## src/rtl/piso_3bit_right_shift_transmitter.sv

```systemverilog
// Parallel-in, serial-out transmitter: accepts a word over a valid/ready load
// handshake and shifts it out LSB first, one bit per enabled cycle, with a done pulse.
module piso_3bit_right_shift_transmitter #(
    parameter int WIDTH = 3
) (
    input  logic             clk,
    input  logic             rst,
    input  logic [WIDTH-1:0] din,
    input  logic             load_valid,
    output logic             load_ready,
    input  logic             shift_en,
    output logic             bout,
    output logic             bout_valid,
    output logic             busy,
    output logic             done
);

    localparam int CW = (WIDTH > 1) ? $clog2(WIDTH) : 1;
    localparam logic [CW-1:0] LAST_IDX = CW'(WIDTH - 1);

    typedef enum logic {
        IDLE  = 1'b0,
        SHIFT = 1'b1
    } state_t;

    state_t           state_r;
    state_t           state_s;
    logic [WIDTH-1:0] sr_r;
    logic [WIDTH-1:0] sr_s;
    logic [CW-1:0]    cnt_r;
    logic [CW-1:0]    cnt_s;
    logic             done_r;
    logic             done_s;

    // State, shift register, bit counter and done flag registers.
    always_ff @(posedge clk or negedge rst) begin
        if (!rst) begin
            state_r <= IDLE;
            sr_r    <= '0;
            cnt_r   <= '0;
            done_r  <= 1'b0;
        end else begin
            state_r <= state_s;
            sr_r    <= sr_s;
            cnt_r   <= cnt_s;
            done_r  <= done_s;
        end
    end

    // Next-state logic; the done flag is a single-cycle pulse by default-clearing it.
    always_comb begin
        state_s = state_r;
        sr_s    = sr_r;
        cnt_s   = cnt_r;
        done_s  = 1'b0;
        case (state_r)
            IDLE: begin
                if (load_valid) begin
                    sr_s    = din;
                    cnt_s   = {CW{1'b0}};
                    state_s = SHIFT;
                end else begin
                    sr_s    = sr_r;
                end
            end
            SHIFT: begin
                if (shift_en) begin
                    if (cnt_r == LAST_IDX) begin
                        state_s = IDLE;
                        done_s  = 1'b1;
                        sr_s    = '0;
                        cnt_s   = {CW{1'b0}};
                    end else begin
                        sr_s  = {1'b0, sr_r[WIDTH-1:1]};
                        cnt_s = cnt_r + {{(CW-1){1'b0}}, 1'b1};
                    end
                end else begin
                    sr_s = sr_r;
                end
            end
            default: begin
                state_s = IDLE;
                sr_s    = '0;
                cnt_s   = {CW{1'b0}};
            end
        endcase
    end

    // Serial outputs are qualified by the state register so bout reads 0 when idle.
    always_comb begin
        busy       = (state_r == SHIFT);
        bout_valid = (state_r == SHIFT);
        bout       = sr_r[0] & (state_r == SHIFT);
        done       = done_r;
        load_ready = (state_r == IDLE) & rst;
    end

endmodule

```

## config.mk

```make
export PLATFORM = sky130hd
export DESIGN_NAME = piso_3bit_right_shift_transmitter
export DESIGN_NICKNAME = d
export VERILOG_FILES = /design/src/rtl/piso_3bit_right_shift_transmitter.sv
export SDC_FILE = /design/constraint.sdc
export NUM_CORES = 1
export LEC_CHECK = 0
export ABC_CLOCK_PERIOD_IN_PS = 2400
export BUFFER_PORTS_ARGS = -buffer_cell sky130_fd_sc_hd__clkbuf_2
export CAP_MARGIN = 20
export CORE_AREA = 2 2 39 41
export DETAILED_ROUTE_END_ITERATION = 10
export DIE_AREA = 0 0 41 43
export HOLD_SLACK_MARGIN = 0.08
export PLACE_DENSITY_LB_ADDON = 0.08
export SKIP_LAST_GASP = 1
export SYNTH_ARGS = -nofsm -noshare
export SYNTH_HDL_FRONTEND = slang
export SYNTH_SLANG_ARGS = --single-unit
```

## constraint.sdc

```tcl
create_clock -name clk -period 2.4 [get_ports clk]
set_input_delay 0.24 -clock clk [delete_from_list [all_inputs] [get_ports clk]]
set_output_delay 0.24 -clock clk [all_outputs]
set_load 0.02 [all_outputs]
```

==> results of run 1 <==
[sequential cells by signal, summed over array words and instances, names as in the netlist]
register / count
done: 1
sr_r: 3
cnt_r: 2
bout_valid: 1
[per-stage QoR]
| stage | utilization [%] | cell area [um2] |
|---|---|---|
| 2_1_floorplan | - | 371.6 |
| 3_3_place_gp | 30.38 | 420.4 |
| 3_5_place_dp | 30.38 | 420.4 |
| 4_1_cts | 33.00 | 456.7 |
| 5_1_grt | 33.00 | 456.7 |
| 6_report | 33.00 | 456.7 |
[synth_stat cells]
cell / n / area [um2]
dfrtp_1: 7 / 175.2
nor2_1: 5 / 18.77
nor2b_1: 3 / 18.77
a22o_1: 2 / 17.52
buf_4: 2 / 15.01
inv_1: 2 / 7.510
nand2_1: 2 / 7.510
nand3b_1: 2 / 15.01
a211oi_1: 1 / 7.510
a21oi_1: 1 / 5.000
a22oi_1: 1 / 7.510
a31oi_1: 1 / 6.260
and2_1: 1 / 6.260
and3_2: 1 / 7.510
buf_6: 1 / 11.26
mux2_4: 1 / 15.01
mux2i_1: 1 / 10.01
o21ai_0: 1 / 5.000
o22a_1: 1 / 8.760
o22ai_1: 1 / 6.260
[per-layer routing]
metal	track usage [%]	wire length, um	share of wire (%)
met1	15.03	362	49
met2	12.81	319	43
met4	8.000	0	0
met5	0	0	0
met3	6.283	57	7.7
[area by class of cell]
class,instances,share of cell area [%]
clock buffers,4,5.753
inverters,2,1.644
multi-input cells,25,35.62
flip-flops and latches,7,38.36
well taps,16,4.384
repair buffers,12,14.25
[cell families (layout without fill, tap and decap cells)]
| group | count (synthesis) | after routing | synth area share [%] |
|---|---|---|---|
| AND/OR/NAND/NOR | 14 | 14 | 19.87 |
| AO/OA/AOI/OAI | 9 | 9 | 17.17 |
| flip-flops | 7 | 7 | 47.14 |
| multiplexers | 2 | 2 | 6.733 |
| buffers and inverters | 5 | 18 | 9.090 |
[worst register-to-register path: cells and delay by family (launching register included)]
kind | cells | cell delay (ps)
flops | 1 | 520
compound gates | 2 | 260
simple gates | 1 | 320
[power groups by stage]
stage	Combinational [mW]	Sequential (mW)	Clock, mW
global placement	0.195	0.215	0
finish	0.195	0.218	0.106
global route	0.223	0.227	0.123
floorplan	0.163	0.208	0
detailed placement	0.195	0.220	0
CTS	0.198	0.218	0.114
[timing repair]
action	4_1_cts	5_1_grt
hold buffers	1	0
resized for setup	0	0
setup endpoints to repair	0	0
hold endpoints to repair	7	0
[path summary, 6_finish.rpt]
kind | endpoint | from | slack (ps)
min | sr_r[2]$_DFFE_PN0P_ | din[2] | 310
max reg2reg | sr_r[1]$_DFFE_PN0P_ | bout_valid$_DFF_PN0_ | 1200
min reg2reg | sr_r[1]$_DFFE_PN0P_ | sr_r[1]$_DFFE_PN0P_ | 490
max in group asynchronous | bout_valid$_DFF_PN0_ | rst | 1860
max | load_ready | rst | 860
min in group asynchronous | sr_r[1]$_DFFE_PN0P_ | rst | 360
==> results.ini, run 1 <==
[cts]
htreeDepth=1
insertion_delay_ps=250
ctsRootBufferMaster=clkbuf_4
clock-sinks=7
cts.reportedPaths.clkPinSlew_ps=50
numCtsBuffers=3
post_cts_buffers=0
cts_tree=built
clockBufferDepth=2

[power]
seq_power_share_pct=42.0
powerDensity_nw_per_um2=1135
power.internal_mw=0.3241
netSwitchingFraction_pct=37.49
ir_drop_mv=0.2453
pwr-share-comb_pct=37.6
p_total_mw=0.5184
power_frac_clock_pct=20.5
switchingPower_mw=0.1943
leakagePower_nw=0.2261

[place]
gp_congestion=0.6898
dpl_worst_slack_ps=1205
dp.cells=61
io_buffers=11
hpwlAfterDp_um=552.6

[grt]
grt_pass1_vias=261
grt_start_max_net_pins=16
grt_pass1_wl_um=1228
gr-total-overflow=0
antenna_found_initial=0
grt.total_usage_pct=11.20

[die]
ios=12
core_um2=1384
fp.dieW_um=41
initial_utilization_pct=26.85
die_h_um=43
die_area_um2=1763
rows=14

[sta]
hold_viol_final=0
slew_headroom_pct=72.35
fin_skew_ps=3.396
slew_viol_final=0
period_share_pct=64.25
setup_viol=0
setup_ws_ps=858.0
min_period_ps=1542
rsz0062_at_grt=false
worst_pin_slew_ps=414.7
finalSetupTns_ps=0
whs_ps=305.6
timing.fmax_mhz=648.5

[worst_setup_path]
cp-end-kind=output pin
startpoint_type=primary input
worstSetupPathDepth=4
required_ps=2160
crit_path_top_delay_cell=dlygate4sd3_1
arrival_ps=1300
critPathMaxStageDelay_ps=520
cp_common_cell=clkbuf_2
worstPathMaxFanout=8
path_buf_inv=3
rr_worst_depth=3
crit_chain=dlygate4sd3_1 -> clkbuf_2 -> nor2b_1 -> clkbuf_2
crit_family=buffers and inverters
criticalPathCategory=primary input to output pin

[drt]
routed_wl_um=739
post_drt_wl_per_cell_um=11.20
routed_via_density=4.606
drt_iter0_markers=3
ant_nets=0
drc=0
drtPass1Iterations=4
via_count=304

[yosys]
synthDistinctLibCells=20
syn_nets=44
synth_area_um2=371.6
ys_warn_count=0
yosysSeqAreaShare_pct=47.14
synth-seq-cells=7
avgSynthCellArea_um2=10.04
synthCells=37

[final_layout]
final_cell_count_no_fill=66
layout.nets=58
seqCellArea_um2=175.2
multi_input_area_um2=162.7
layout_commonest_cell=clkbuf_2
fill_cells=153
drive_gt1_share_pct=32.00
areaGrowthSynthToFinish_pct=22.90
final_cell_mix=11 x clkbuf_2, 7 x dfrtp_1, 5 x nor2_1, 3 x nor2b_1, 3 x clkbuf_4
num_antenna_cells=0

[job]
drv_cap=0

[worst_hold_path]
hold_path_class=primary input to flip-flop
worstHoldPathCells=3

[run_status]
status=complete, no violations

Note: power is estimated with default switching activity, not from simulation.
==> run 2, diff against run 1 <==
ABC_CLOCK_PERIOD_IN_PS = 1600   (was 2400)
clock period = 1.6 ns   (was 2.4 ns; I/O delays follow)
==> results.ini, run 2 (synthesis results as in run 1) <==
[final_layout]
layout_commonest_cell=clkbuf_2
fill_cells=152
reg_top3=sr_r x3, cnt_r x2
num_antenna_cells=0
final_cell_mix=11 x clkbuf_2, 7 x dfrtp_1, 5 x nor2_1, 3 x nor2b_1, 3 x clkbuf_4
drive_gt1_share_pct=32.00
seqCellArea_um2=175.2
areaGrowthSynthToFinish_pct=22.90
largest_register_ffs=3
layout.nets=58
largest_register=sr_r
multi_input_area_um2=162.7

[die]
core_um2=1384
fp.dieW_um=41
die_area_um2=1763
initial_utilization_pct=26.85
ios=12
rows=14
die_h_um=43

[sta]
period_share_pct=86.09
hold_viol_final=0
setup_ws_ps=222.5
min_period_ps=1377
whs_ps=230.0
finalSetupTns_ps=0
setup_viol=0
fin_skew_ps=2.826
worst_pin_slew_ps=417.5
slew_headroom_pct=72.16
timing.fmax_mhz=726.0
slew_viol_final=0
rsz0062_at_grt=false

[drt]
routed_wl_um=708
ant_nets=0
routed_via_density=4.485
post_drt_wl_per_cell_um=10.73
drt_iter0_markers=2
drtPass1Iterations=2
drc=0
via_count=296

[power]
seq_power_share_pct=41.9
ir_drop_mv=0.4553
powerDensity_nw_per_um2=1688
pwr-share-comb_pct=37.8
power_frac_clock_pct=20.4
switchingPower_mw=0.2845
power.internal_mw=0.4863
netSwitchingFraction_pct=36.91
leakagePower_nw=0.2261

[worst_hold_path]
hold_path_class=primary input to flip-flop

[grt]
grt.total_usage_pct=9.909
grt_start_max_net_pins=16
grt_pass1_vias=258
grt_pass1_wl_um=1124
gr-total-overflow=0
antenna_found_initial=0

[cts]
htreeDepth=1
cts_hold_buf=1
post_cts_buffers=0
ctsRootBufferMaster=clkbuf_4
cts-resized-gates=0
clock-sinks=7
numCtsBuffers=3
insertion_delay_ps=240
clockBufferDepth=2
cts_tree=built
cts.reportedPaths.clkPinSlew_ps=50

[worst_setup_path]
r2r_setup_slack_ps=410
crit_path_top_delay_cell=dlygate4sd3_1
critPathMaxStageDelay_ps=520
crit_chain=dlygate4sd3_1 -> clkbuf_2 -> nor2b_1 -> clkbuf_2
worstPathMaxFanout=8
cp-end-kind=output pin
required_ps=1440
cp_common_cell=clkbuf_2
arrival_ps=1220
startpoint_type=primary input
path_buf_inv=3
crit_family=buffers and inverters
criticalPathCategory=primary input to output pin

[place]
dpl_worst_slack_ps=402.3
io_buffers=11
hpwlAfterDp_um=530.6
gp_congestion=0.7076

[job]
drv_cap=0

[run_status]
status=complete, no violations

[run 2: cell counts in the layout (fill, tap and decap cells not counted)]
No cell type changed its count.
[run 2: stage by stage]
| step | std cells | instance area (um2) | total power [mW] | util (%) |
|---|---|---|---|---|
| floorplan | 37 | 371.6 | 0.5563 | - |
| global placement | 61 | 420.4 | 0.6187 | 30.38 |
| detailed placement | 61 | 420.4 | 0.6214 | 30.38 |
| CTS | 66 | 456.7 | 0.7874 | 33.00 |
| global route | 66 | 456.7 | 0.8486 | 33.00 |
| finish | 66 | 456.7 | 0.7708 | 33.00 |
[run 2: metal layers]
layer / part of all wire (%) / global-route usage (%)
met5: 0 / 0
met4: 0 / 6.000
met3: 7.1 / 3.141
met2: 44 / 12.81
met1: 48 / 13.82
[run 2: cell type report]
class                   count  share of cell area, %
clock buffers               4                  5.753
inverters                   2                  1.644
multi-input cells          25                  35.62
flip-flops and latches      7                  38.36
well taps                  16                  4.384
repair buffers             12                  14.25
[run 2: worst paths after layout]
path / from / to / cells after the start
worst max register to register: bout_valid$_DFF_PN0_ / sr_r[1]$_DFFE_PN0P_ / 3
worst min-delay path: din[2] / sr_r[2]$_DFFE_PN0P_ / 3
worst min register to register: sr_r[1]$_DFFE_PN0P_ / sr_r[1]$_DFFE_PN0P_ / 1
worst max-delay path: rst / load_ready / 4
min in group asynchronous: rst / bout_valid$_DFF_PN0_ / 2
max in group asynchronous: rst / sr_r[1]$_DFFE_PN0P_ / 2
[run 2: worst reg2reg max path: cells and delay by family (launching register included)]
kind | cells | cell delay [ps]
DFF | 1 | 530
and+or+nand+nor | 1 | 290
AOI/OAI and AO/OA | 2 | 260
[run 2: power by group through the flow]
stage,Clock (mW),Combinational (mW),Sequential [mW]
3_3_place_gp,0,0.295,0.324
3_5_place_dp,0,0.295,0.326
5_1_grt,0.175,0.333,0.340
4_1_cts,0.165,0.298,0.324
2_1_floorplan,0,0.244,0.312
6_report,0.157,0.291,0.323
==> run 3, diff against run 2 <==
BUFFER_PORTS_ARGS = default   (was -buffer_cell sky130_fd_sc_hd__clkbuf_2)
DONT_BUFFER_PORTS = 1   (was default)
==> results.ini, run 3 (synthesis results as in run 1) <==
[job]
drv_cap=0

[cts]
insertion_delay_ps=250
numCtsBuffers=3
clock-sinks=7
htreeDepth=1
cts_tree=built
cts.reportedPaths.clkPinSlew_ps=50
ctsRootBufferMaster=clkbuf_4
clockBufferDepth=2
cts-resized-gates=0

[power]
power.internal_mw=0.4687
power_frac_clock_pct=21.2
netSwitchingFraction_pct=36.80
switchingPower_mw=0.2729
pwr-share-comb_pct=34.3
seq_power_share_pct=44.6
leakagePower_nw=0.1928
powerDensity_nw_per_um2=1728
ir_drop_mv=0.4144

[final_layout]
layout.nets=50
reg_top3=sr_r x3, cnt_r x2
drive_gt1_share_pct=14.29
num_antenna_cells=0
multi_input_area_um2=162.7
final_cell_mix=7 x dfrtp_1, 5 x nor2_1, 3 x nor2b_1, 3 x clkbuf_4, 3 x dlygate4sd3_1
largest_register=sr_r
areaGrowthSynthToFinish_pct=15.49
fin_area_um2=429.2
fill_cells=159
seqCellArea_um2=175.2
largest_register_ffs=3
layout_commonest_cell=dfrtp_1

[run_status]
status=complete, no violations

[worst_setup_path]
worstSetupPathDepth=1
required_ps=1440
crit_chain=nor2b_1
path_buf_inv=0
critPathMaxStageDelay_ps=510
crit_family=flip-flops
worstPathMaxFanout=14
reg2reg_from=bout_valid$_DFF_PN0_
criticalPathCategory=flip-flop to output pin
r2r_setup_slack_ps=440
rr_worst_depth=3
crit_end=load_ready
startpoint_type=flip-flop
arrival_ps=1150
crit_path_top_delay_cell=dfrtp_1
critPathLaunch=bout_valid$_DFF_PN0_
cp-end-kind=output pin
rr_endpoint=sr_r[1]$_DFFE_PN0P_

[sta]
fin_skew_ps=0.7660
min_period_ps=1309
rsz0062_at_grt=false
setup_viol=0
slew_viol_final=0
timing.fmax_mhz=763.9
setup_ws_ps=290.9
worst_pin_slew_ps=393.4
period_share_pct=81.82
slew_headroom_pct=73.72
finalSetupTns_ps=0
hold_viol_final=0

[grt]
grt.total_usage_pct=9.082
grt_pass1_wl_um=972
antenna_found_initial=0
gr-total-overflow=0
grt_pass1_vias=219
grt_start_max_net_pins=15

[die]
initial_utilization_pct=26.85
die_area_um2=1763
ios=12
fp.dieW_um=41
die_h_um=43
rows=14
core_um2=1384

[drt]
routed_via_density=4.931
via_count=286
drt_iter0_markers=7
drtPass1Iterations=4
routed_wl_um=705
post_drt_wl_per_cell_um=12.16
drc=0
ant_nets=0

[place]
gp_congestion=0.6476
io_buffers=0
dpl_worst_slack_ps=438.7
placed_area_um2=372.9
hpwlAfterDp_um=527.8

[worst_hold_path]
hold_path_class=primary input to flip-flop

==> run 3: layout make-up <==
class / instances / share of cell area (%)
repair buffers: 4 / 8.746
inverters: 2 / 1.749
well taps: 16 / 4.665
multi-input cells: 25 / 37.90
clock buffers: 4 / 6.122
flip-flops and latches: 7 / 40.82
==> run 3: power groups by stage <==
stage / clock network (mW) / logic (mW) / registers (mW)
after detailed placement: 0 / 0.251 / 0.334
final: 0.157 / 0.254 / 0.330
after global routing: 0.180 / 0.282 / 0.340
after global placement: 0 / 0.247 / 0.331
after CTS: 0.167 / 0.260 / 0.331
after floorplan: 0 / 0.244 / 0.312
==> run 3: how the worst min path moves through the flow <==
stage          startpoint                   end  slack (ps)  cells past startpoint
2_1_floorplan         rst  bout_valid$_DFF_PN0_        -140                      0
3_3_place_gp          rst  bout_valid$_DFF_PN0_        -140                      0
3_5_place_dp          rst        done$_DFF_PN0_        -140                      0
4_1_cts          shift_en   sr_r[0]$_DFFE_PN0P_          90                      2
5_1_grt          shift_en        done$_DFF_PN0_         100                      1
6_report         shift_en   sr_r[0]$_DFFE_PN0P_         100                      2
==> run 3: metal layers <==
metal  GRT usage [%]  up-vias  part of all wire, %
met3           7.330        0                   10
met1           10.78      136                   43
met4           8.000        0                    0
met2           9.688       10                   47
met5               0        -                    0
li1                -      140                    -
==> run 3: timing repair <==
action / in CTS / in global routing
hold endpoints to repair: 9 / 0
buffers inserted: 0 / 0
hold buffers: 3 / 0
==> run 3: stage by stage <==
| step | hold slack, ps | total power [mW] | util, % | cells |
|---|---|---|---|---|
| after floorplan | -135.6 | 0.5563 | - | 37 |
| after global routing | 101.8 | 0.8017 | 31.01 | 58 |
| final | 100.9 | 0.7415 | 31.01 | 58 |
| after global placement | -135.4 | 0.5783 | 26.94 | 51 |
| after CTS | 93.90 | 0.7577 | 31.01 | 58 |
| after detailed placement | -135.4 | 0.5845 | 26.94 | 51 |
